===== src/rtl/bg_rom_arbiter.sv =====
// ---------------------------------------------------------------------------
// bg_rom_arbiter
//
// Shares one synchronous background-ROM read port between the VGA display
// path and single-outstanding game-logic texel queries.
//
// During active video (blank=1) the display path owns the ROM. It scales
// DrawX/DrawY down to background texel coordinates and issues the address
// every cycle. A query is held pending until blanking (blank=0). It then
// takes exactly one ROM slot and is acknowledged two cycles later.
//
// Ports
//   vga_clk    : single clock
//   reset_n    : asynchronous active-low reset
//   DrawX/Y    : current pixel column / row (10 bits each)
//   blank      : 1 = active video (display priority), 0 = blanking
//   rom_addr   : registered 17-bit address to the shared ROM port
//   rom_q      : ROM palette index, valid one cycle after rom_addr
//   pix_index  : palette index for the display, 0 outside active video
//   pix_valid  : pix_index belongs to an active-video texel (blank delayed 2)
//   q_req      : query request, sampled only while idle
//   q_x/q_y    : query texel column / row (9 bits each)
//   q_busy     : query accepted and not yet acknowledged
//   q_ack      : one-cycle pulse, q_data/q_err valid
//   q_data     : queried palette index, held until the next ack
//   q_err      : query out of range (range-check build only, else 0)
//
// Build option
//   BG_QUERY_RANGE_CHECK_EN : when defined, out-of-range queries skip the ROM
//                             and ack on the next cycle with q_err=1, q_data=0.
// ---------------------------------------------------------------------------
module bg_rom_arbiter #(
    parameter int unsigned XDIM = 400,
    parameter int unsigned YDIM = 300,
    parameter int unsigned HRES = 640,
    parameter int unsigned VRES = 480
) (
    input  logic        vga_clk,
    input  logic        reset_n,
    input  logic [9:0]  DrawX,
    input  logic [9:0]  DrawY,
    input  logic        blank,
    output logic [16:0] rom_addr,
    input  logic [3:0]  rom_q,
    output logic [3:0]  pix_index,
    output logic        pix_valid,
    input  logic        q_req,
    input  logic [8:0]  q_x,
    input  logic [8:0]  q_y,
    output logic        q_busy,
    output logic        q_ack,
    output logic [3:0]  q_data,
    output logic        q_err
);

    localparam logic [1:0] ST_IDLE = 2'd0;
    localparam logic [1:0] ST_PEND = 2'd1;
    localparam logic [1:0] ST_READ = 2'd2;
    localparam logic [1:0] ST_CAP  = 2'd3;

    logic [1:0]  state;
    logic [8:0]  q_x_reg;
    logic [8:0]  q_y_reg;
    logic        blank_d1;
    logic [3:0]  q_data_reg;

    logic [31:0] disp_col;
    logic [31:0] disp_row;
    logic [16:0] disp_addr;
    logic [16:0] query_addr;
    logic        issue_query;
    logic [3:0]  cap_data;
    logic        cap_err;
    logic        q_oor;

    // Display scaling with 32-bit intermediates, truncated to the ROM width.
    always_comb begin
        disp_col = (32'(DrawX) * XDIM) / HRES;
        disp_row = (32'(DrawY) * YDIM) / VRES;
    end

    assign disp_addr  = 17'(disp_row * XDIM + disp_col);
    assign query_addr = 17'(32'(q_y_reg) * XDIM + 32'(q_x_reg));

    // A pending query only takes the port during blanking.
    assign issue_query = (state == ST_PEND) && !blank;

`ifdef BG_QUERY_RANGE_CHECK_EN
    logic q_oor_reg;

    assign q_oor    = (32'(q_x) >= XDIM) || (32'(q_y) >= YDIM);
    assign cap_data = q_oor_reg ? '0 : rom_q;
    assign cap_err  = q_oor_reg;

    always_ff @(posedge vga_clk or negedge reset_n) begin
        if (!reset_n) begin
            q_oor_reg <= 1'b0;
        end else if (state == ST_IDLE && q_req) begin
            q_oor_reg <= q_oor;
        end
    end
`else
    assign q_oor    = 1'b0;
    assign cap_data = rom_q;
    assign cap_err  = 1'b0;
`endif

    always_ff @(posedge vga_clk or negedge reset_n) begin
        if (!reset_n) begin
            state      <= ST_IDLE;
            q_x_reg    <= '0;
            q_y_reg    <= '0;
            rom_addr   <= '0;
            blank_d1   <= 1'b0;
            pix_valid  <= 1'b0;
            q_data_reg <= '0;
        end else begin
            blank_d1  <= blank;
            pix_valid <= blank_d1;
            // Display address is issued every cycle the query is not issuing,
            // so the display pipeline stays primed through blanking.
            rom_addr  <= issue_query ? query_addr : disp_addr;

            case (state)
                ST_IDLE: begin
                    if (q_req) begin
                        q_x_reg <= q_x;
                        q_y_reg <= q_y;
                        state   <= q_oor ? ST_CAP : ST_PEND;
                    end
                end
                ST_PEND: begin
                    if (!blank) begin
                        state <= ST_READ;
                    end
                end
                ST_READ: begin
                    state <= ST_CAP;
                end
                default: begin
                    q_data_reg <= cap_data;
                    state      <= ST_IDLE;
                end
            endcase
        end
    end

    // rom_q is already valid in CAP. It is forwarded during the ack cycle and
    // latched on the way out so q_data holds until the next ack.
    assign q_busy    = (state != ST_IDLE);
    assign q_ack     = (state == ST_CAP);
    assign q_data    = q_ack ? cap_data : q_data_reg;
    assign q_err     = q_ack & cap_err;
    assign pix_index = pix_valid ? rom_q : '0;

endmodule


===== config.mk =====
export PLATFORM = sky130hd
export DESIGN_NAME = bg_rom_arbiter
export DESIGN_NICKNAME = d
export VERILOG_FILES = /design/src/rtl/bg_rom_arbiter.sv
export SDC_FILE = /design/constraint.sdc
export NUM_CORES = 1
export LEC_CHECK = 0
export BUFFER_PORTS_ARGS = -buffer_cell sky130_fd_sc_hd__clkbuf_2
export CORE_MARGIN = 10
export CORE_UTILIZATION = 25
export CTS_CLUSTER_DIAMETER = 40
export DETAILED_ROUTE_END_ITERATION = 8
export SYNTH_ARGS = -nofsm -noshare
export SYNTH_HDL_FRONTEND = slang
export SYNTH_SLANG_ARGS = --single-unit

===== constraint.sdc =====
create_clock -name vga_clk -period 4 [get_ports vga_clk]
set_input_delay 1.2 -clock vga_clk [delete_from_list [all_inputs] [get_ports vga_clk]]
set_output_delay 1.2 -clock vga_clk [all_outputs]
set_load 0.01 [all_outputs]

==> results.md, run 1 <==
- Synth Area in Adders: a little under a quarter
- Hold Path Cell Cnt: 0
- Fillcell total: about 4000
- Max-cap violations: 0
- Vias/cell: ~5
- Multi-input logic area: ~10000 µm²
- Clk slew on worst S/H paths: ~0.060 ns
- Total track usage: 13.2%
- First-pass GRT wire length: about 57 mm
- Slowest cell on the critical path: or4_4
- Worst setup margin: -9.00 ns
- Drc violations: 0
- Die area: between 50000 and 60000 µm²
- Clock root buffer: clkbuf_16
- Via Count: 11600
- Final Critical Period: approximately 13 ns
- Clock Path Buffers: 2
- Period utilization: 325%
- Net Count, Synth: about 1500
- GR Overflow Total: 0
- Initial Utilization: 25.4%
- Num CTS Buffers: 5
- Post-synthesis sequential area ratio: approximately 10%
- Synth Area in Compound Gates: 25.9%
- Pin count of the biggest net entering global routing: 44
- Final Core Density: between 40 and 50%
- Run status: finished, violations left
- Critical path type: input pin to flop
- Starting DRT DRC Count: 567
- Crit path arrival time: around 13 ns
- Worst Setup Start Kind: input pin
- Most used cell, CP: ha_4
- Post-DP HPWL: between 20 and 30 mm
- Antenna cells: 0
- Die width: between 200 and 250 µm
- GP Congestion: 0.896
- Final nets: just over 2000
- Height of the die: around 220 µm
- Fin. max-slew vios: 0
- Synth warnings: 0
- Final wirelength: 34.2 mm
- Async set-reset flop share out of synthesis: between 90% and 100%
- Endpoints failing hold: 0
- Hold Startpoint: blank_d1
- Failing checks: setup timing
- I/O pins: 75
- FF-to-FF path depth: 16
- Slew margin rel.: between 30% and 40%
- Syn-to-layout area delta: 63.1%
- Drt pass-1 iters: 5
- Layout cell share with drive strength beyond 1: between 40% and 50%
- Worst slew pin tran: 1.05 ns
- Worst-Skew Late Latency: about 0.29 ns
- Crit path from: DrawY[5]
- Final Setup Violations: 17
- Multiplexer share of the synthesized area: between 5 and 6%
- Core area: ~41000 µm²
- Port bufs: 73
- Register Area: between 1000 and 1500 µm²
- Distinct cell type count after synthesis: around 120
- Synth Area in XOR/XNOR: under 10%
- Hold WC Path Type: flop to flop
- Site Rows: 74
- Max reg flops: 17
- Maximum net fanout on the critical path: 5
- Vias in the first global route: about 12000
- CP max stage delay: ~0.56 ns
- Cell area after synthesis: 10500 µm²
- DRT antenna net count: 0
- Number of synthesized flops with an enable pin: 0
- Critical R2R Launch: q_y_reg[2]
- RSZ-0062 raised after global routing: yes
- Register bit total from synthesis: 43
- H-Tree Level Count: 2
- Clk_skew: 0.00682 ns
- Commonest register cell after synthesis: dfrtp_1
- Pre-CTS setup slack: -9.66 ns
- CP required: between 4 and 5 ns
- Initial antenna violation count: 0
- Post-Synthesis Cells: 1287
- Simple-Gate Fraction of Synth Area: 19.8%
- Worst setup EP type: flop
- Drt wl/cell: between 10 and 15 µm
- Sink Count: 43
- Max Freq: ~77 MHz
- TritonCTS clock tree: yes
- Main combinational cell family by area after synthesis: compound AO/OA/AOI/OAI gates
- Mean area per synthesized cell: roughly 8.1 µm²
-- stage by stage --
step / std cells / setup TNS, ns / hold WS, ns / instance area (µm²)
final: 2364 / -122.02 / 0.355 / 17100
after global placement: 2286 / -130.25 / 0.334 / 15300
after detailed placement: 2286 / -131.96 / 0.344 / 15300
after global routing: 2364 / -128.94 / 0.359 / 17100
after CTS: 2352 / -120.14 / 0.357 / 16500
after floorplan: 1287 / -123.81 / 0.331 / 11300
-- path summary, 6_finish.rpt --
kind / to / slack, ns
worst max-delay path: rom_addr[16] / -9.00
worst min-delay path: pix_valid / 0.35
worst max register to register: rom_addr[16] / 0.43
worst min register to register: pix_valid / 0.35
max in group asynchronous: rom_addr[1] / 2.26
min in group asynchronous: rom_addr[16] / 1.09
-- layout make-up --
class	count	area share, %
inverter	115	2.57
timing repair inverter	1	0.0440
sequential	43	6.31
multi-input combinational	1097	61.3
tap	532	3.90
clock buffer	6	0.756
timing repair buffer	568	24.8
clock inverter	2	0.352
-- layer usage --
| metal | routed length [µm] | GRT usage (%) | vias to the layer above | share of wire (%) |
|---|---|---|---|---|
| met5 | 0 | 0 | - | 0 |
| met3 | 861 | 0.963 | 36 | 2.5 |
| met2 | 17200 | 23.9 | 180 | 50 |
| met1 | 15600 | 16.8 | 5532 | 46 |
| li1 | - | - | 5807 | - |
| met4 | 535 | 2.30 | 0 | 1.6 |
-- synth_stat cells, types with 11 or more instances --
cell type	n	share of area [%]
o211ai_1	11	0.79
a21o_1	18	1.3
clkbuf_1	16	0.57
a211oi_1	22	1.6
mux2i_1	16	1.5
dfrtp_1	43	10
nor2b_1	11	0.66
and2_1	30	1.8
fa_1	28	5.4
o21ai_0	52	2.5
xor2_1	33	2.8
a31oi_1	11	0.66
or3_1	17	1.0
o21bai_1	11	0.79
a21oi_1	77	3.7
nor2_1	96	3.4
xnor2_1	69	5.8
and3_1	13	0.78
nand2_1	84	3.0
mux2_2	32	3.4
nand3_1	38	1.8
ha_1	154	18
nor3_1	37	1.8
o21a_1	13	0.93
inv_1	110	3.9
-- placed cells by master (no fill, tap or decap), drive strengths merged, types with 11 or more instances in the layout --
| cell | instances |
|---|---|
| and3 | 13 |
| fa | 28 |
| o21ai | 60 |
| and2 | 35 |
| o21bai | 12 |
| dfrtp | 43 |
| a211oi | 27 |
| a211o | 11 |
| mux2i | 17 |
| nor3 | 39 |
| a21o | 19 |
| o22ai | 11 |
| o211ai | 13 |
| xor2 | 33 |
| buf | 497 |
| ha | 154 |
| a21oi | 83 |
| nor2b | 11 |
| inv | 113 |
| clkbuf | 77 |
| a31oi | 14 |
| or3 | 17 |
| nor2 | 97 |
| mux2 | 35 |
| xnor2 | 71 |
| o21a | 15 |
| nand2 | 84 |
| nand3 | 38 |
-- cells by family after synthesis --
| logic type | after synthesis |
|---|---|
| and+or+nand+nor | 397 |
| AOI/OAI and AO/OA | 359 |
| adders and majority gates | 184 |
| buffers and inverters | 147 |
| xor gates and xnor gates | 104 |
| muxes | 52 |
| DFF | 43 |
| other | 1 |
-- worst max-delay path: cells and delay by family --
kind,cells,cell delay [ns]
fa+ha+maj,9,2.71
xor+xnor,5,0.86
mux,1,0.34
compound gates,24,5.32
buf+inv,8,0.74
simple gates,8,1.97
-- timing repair --
item                       4_1_cts  5_1_grt
pin swaps                       91       46
hold buffers                     0        0
setup buffers                   57       15
resized for setup              109       88
gates cloned                     1        0
setup endpoints to repair       17       17
Power of run 1 is left out: the tool's default activity adds up to more than one toggle a clock period on the data nets, which glitch-free logic cannot reach.
==> run 2, diff against run 1 <==
- CORE_MARGIN: 10 -> unset
- CORE_UTILIZATION: 25 -> 50
- GPL_TIMING_DRIVEN: unset -> 0
- PLACE_DENSITY: unset -> 0.68
==> results.md, run 2 (same netlist as run 1, synthesis figures left out) <==
- Most frequent cells in the layout: buf_4, ha_1, inv_1, nor2_1, nand2_1 (unchanged)
- Slew margin rel.: 28.2% (was 30.2%)
- Pin count of the biggest net entering global routing: 44 (unchanged)
- Layout cell share with drive strength beyond 1: 41.7% (was 48.8%)
- Fin. max-slew vios: 0 (unchanged)
- RSZ-0062 raised after global routing: yes (unchanged)
- Hold Path Cell Cnt: 0 (unchanged)
- Sink Count: 43 (unchanged)
- Failing checks: setup timing (unchanged)
- Fillcell total: 1402 (was 4005)
- First-pass GRT wire length: 49.3 mm (was 56.9 mm)
- Port bufs: 73 (unchanged)
- Worst path depth: 60 (was 55)
- Commonest non-fill, non-tap cell in the layout: buf_4 (unchanged)
- Site Rows: 52 (was 74)
- Drc violations: 0 (unchanged)
- Register Area: 1080 µm² (unchanged)
- H-Tree Level Count: 2 (unchanged)
- Clock Path Buffers: 2 (unchanged)
- Crit path arrival time: 13.77 ns (was 13.16 ns)
- Num CTS Buffers: 5 (unchanged)
- Core area: 20400 µm² (was 41100 µm²)
- GR Overflow Total: 0 (unchanged)
- Drt wl/cell: 17.5 µm (was 14.5 µm)
- Slowest cell on the critical path: or4_4 (unchanged)
- Antenna cells: 0 (unchanged)
- Period utilization: 340% (was 325%)
- Syn-to-layout area delta: 45.7% (was 63.1%)
- Height of the die: 147 µm (was 225 µm)
- Drt pass-1 iters: 5 (unchanged)
- Vias/cell: 5.95 (was 4.89)
- Initial antenna violation count: 0 (unchanged)
- GP Congestion: 0.902 (was 0.896)
- Run status: finished, violations left (unchanged)
- CTS Hold Buffers Added: 0 (unchanged)
- Worst setup margin: -9.62 ns (was -9.00 ns)
- Worst-Skew Late Latency: 0.29 ns (about the same)
- Maximum net fanout on the critical path: 5 (unchanged)
- Multi-input logic area: 11000 µm² (was 10400 µm²)
- CP bufs+invs: 13 (was 8)
- Vias in the first global route: 10300 (was 11900)
- Total track usage: 27.3% (was 13.2%)
- Worst Setup Start Kind: input pin (unchanged)
- Clk slew on worst S/H paths: 0.06 ns (about the same)
- Final wirelength: 32.0 mm (was 34.2 mm)
- Clk_skew: 0.00569 ns (was 0.00682 ns)
- DRT antenna net count: 0 (unchanged)
- FF-to-FF path depth: 16 (unchanged)
- CP required: 4.15 ns (was 4.16 ns)
- Max reg flops: 17 (unchanged)
- Max-cap violations: 0 (unchanged)
- Kind of cell adding the most delay to the critical path: compound AO/OA/AOI/OAI gates (unchanged)
- Final Critical Period: 13.62 ns (was 13.00 ns)
- Worst slew pin tran: 1.08 ns (was 1.05 ns)
- Via Count: 10900 (was 11600)
- Die width: 147 µm (was 225 µm)
- Endpoints failing hold: 0 (unchanged)
- Starting DRT DRC Count: 573 (was 567)
- Post-DP HPWL: 21.2 mm (was 27.7 mm)
- Critical path type: input pin to flop (unchanged)
- I/O pins: 75 (unchanged)
- TritonCTS clock tree: yes (unchanged)
- Final nets: 1788 (was 2059)
- Hold WC Path Type: flop to flop (unchanged)
- Initial Utilization: 51.3% (was 25.4%)
- CP max stage delay: 0.54 ns (was 0.56 ns)
- Worst setup EP type: flop (unchanged)
- Die area: 21500 µm² (was 50400 µm²)
- Final Setup Violations: 17 (unchanged)
- Clock root buffer: clkbuf_16 (unchanged)
- Pre-CTS setup slack: -11.36 ns (was -9.66 ns)
- Max Freq: 73.4 MHz (was 76.9 MHz)
==> run 2: path summary, 6_finish.rpt <==
path / start / slack [ns] / end
max: DrawY[7] / -9.62 / rom_addr[16]
min: blank_d1 / 0.35 / pix_valid
max reg2reg: q_y_reg[2] / 0.41 / rom_addr[16]
min reg2reg: blank_d1 / 0.35 / pix_valid
max in group asynchronous: reset_n / 2.24 / q_x_reg[1]
min in group asynchronous: reset_n / 1.11 / rom_addr[13]
==> run 2: worst reg2reg max path: cells and delay by family (launching register included) <==
family	cells	cell delay [ns]
buffers and inverters	2	0.10
adder cells (fa/ha/maj)	4	1.42
AND/OR/NAND/NOR	4	0.54
flip-flops	1	0.44
XOR/XNOR	2	0.34
AO/OA/AOI/OAI	4	0.60
==> run 2: routing by layer <==
metal,vias to the layer above,part of all wire [%],wire length [µm],global-route usage (%)
li1,5261,-,-,-
met1,5240,44,14100,36.4
met2,330,49,15800,46.7
met3,66,4.3,1380,3.06
met4,0,2.2,711,7.08
met5,-,0,0,0
==> run 2: area by class of cell <==
cell class / count / area share (%)
multi-input cells: 1097 / 72.0
flip-flops and latches: 43 / 7.06
plain buffers: 26 / 1.22
inverters: 115 / 2.90
repair buffers: 272 / 13.6
well taps: 270 / 2.22
clock buffers: 8 / 1.03
==> run 2: repair_timing <==
| action | in CTS | in global routing |
|---|---|---|
| endpoints found under the setup margin | 17 | 17 |
| endpoints found under the hold margin | 0 | 0 |
| pin swaps | 112 | 77 |
| buffers inserted | 128 | 74 |
| resized for setup | 164 | 151 |
==> run 2: per-stage QoR <==
step / instances / util, % / setup TNS (ns) / area, µm² / hold WS (ns)
after floorplan: 1287 / - / -123.81 / 11300 / 0.331
after global placement: 1630 / 58.7 / -150.56 / 12000 / 0.333
after detailed placement: 1630 / 58.7 / -153.21 / 12000 / 0.336
after CTS: 1760 / 68.5 / -125.57 / 13900 / 0.351
after global routing: 1831 / 74.8 / -135.70 / 15200 / 0.365
final: 1831 / 74.8 / -130.38 / 15200 / 0.348
Power of run 2 is left out for the same reason.
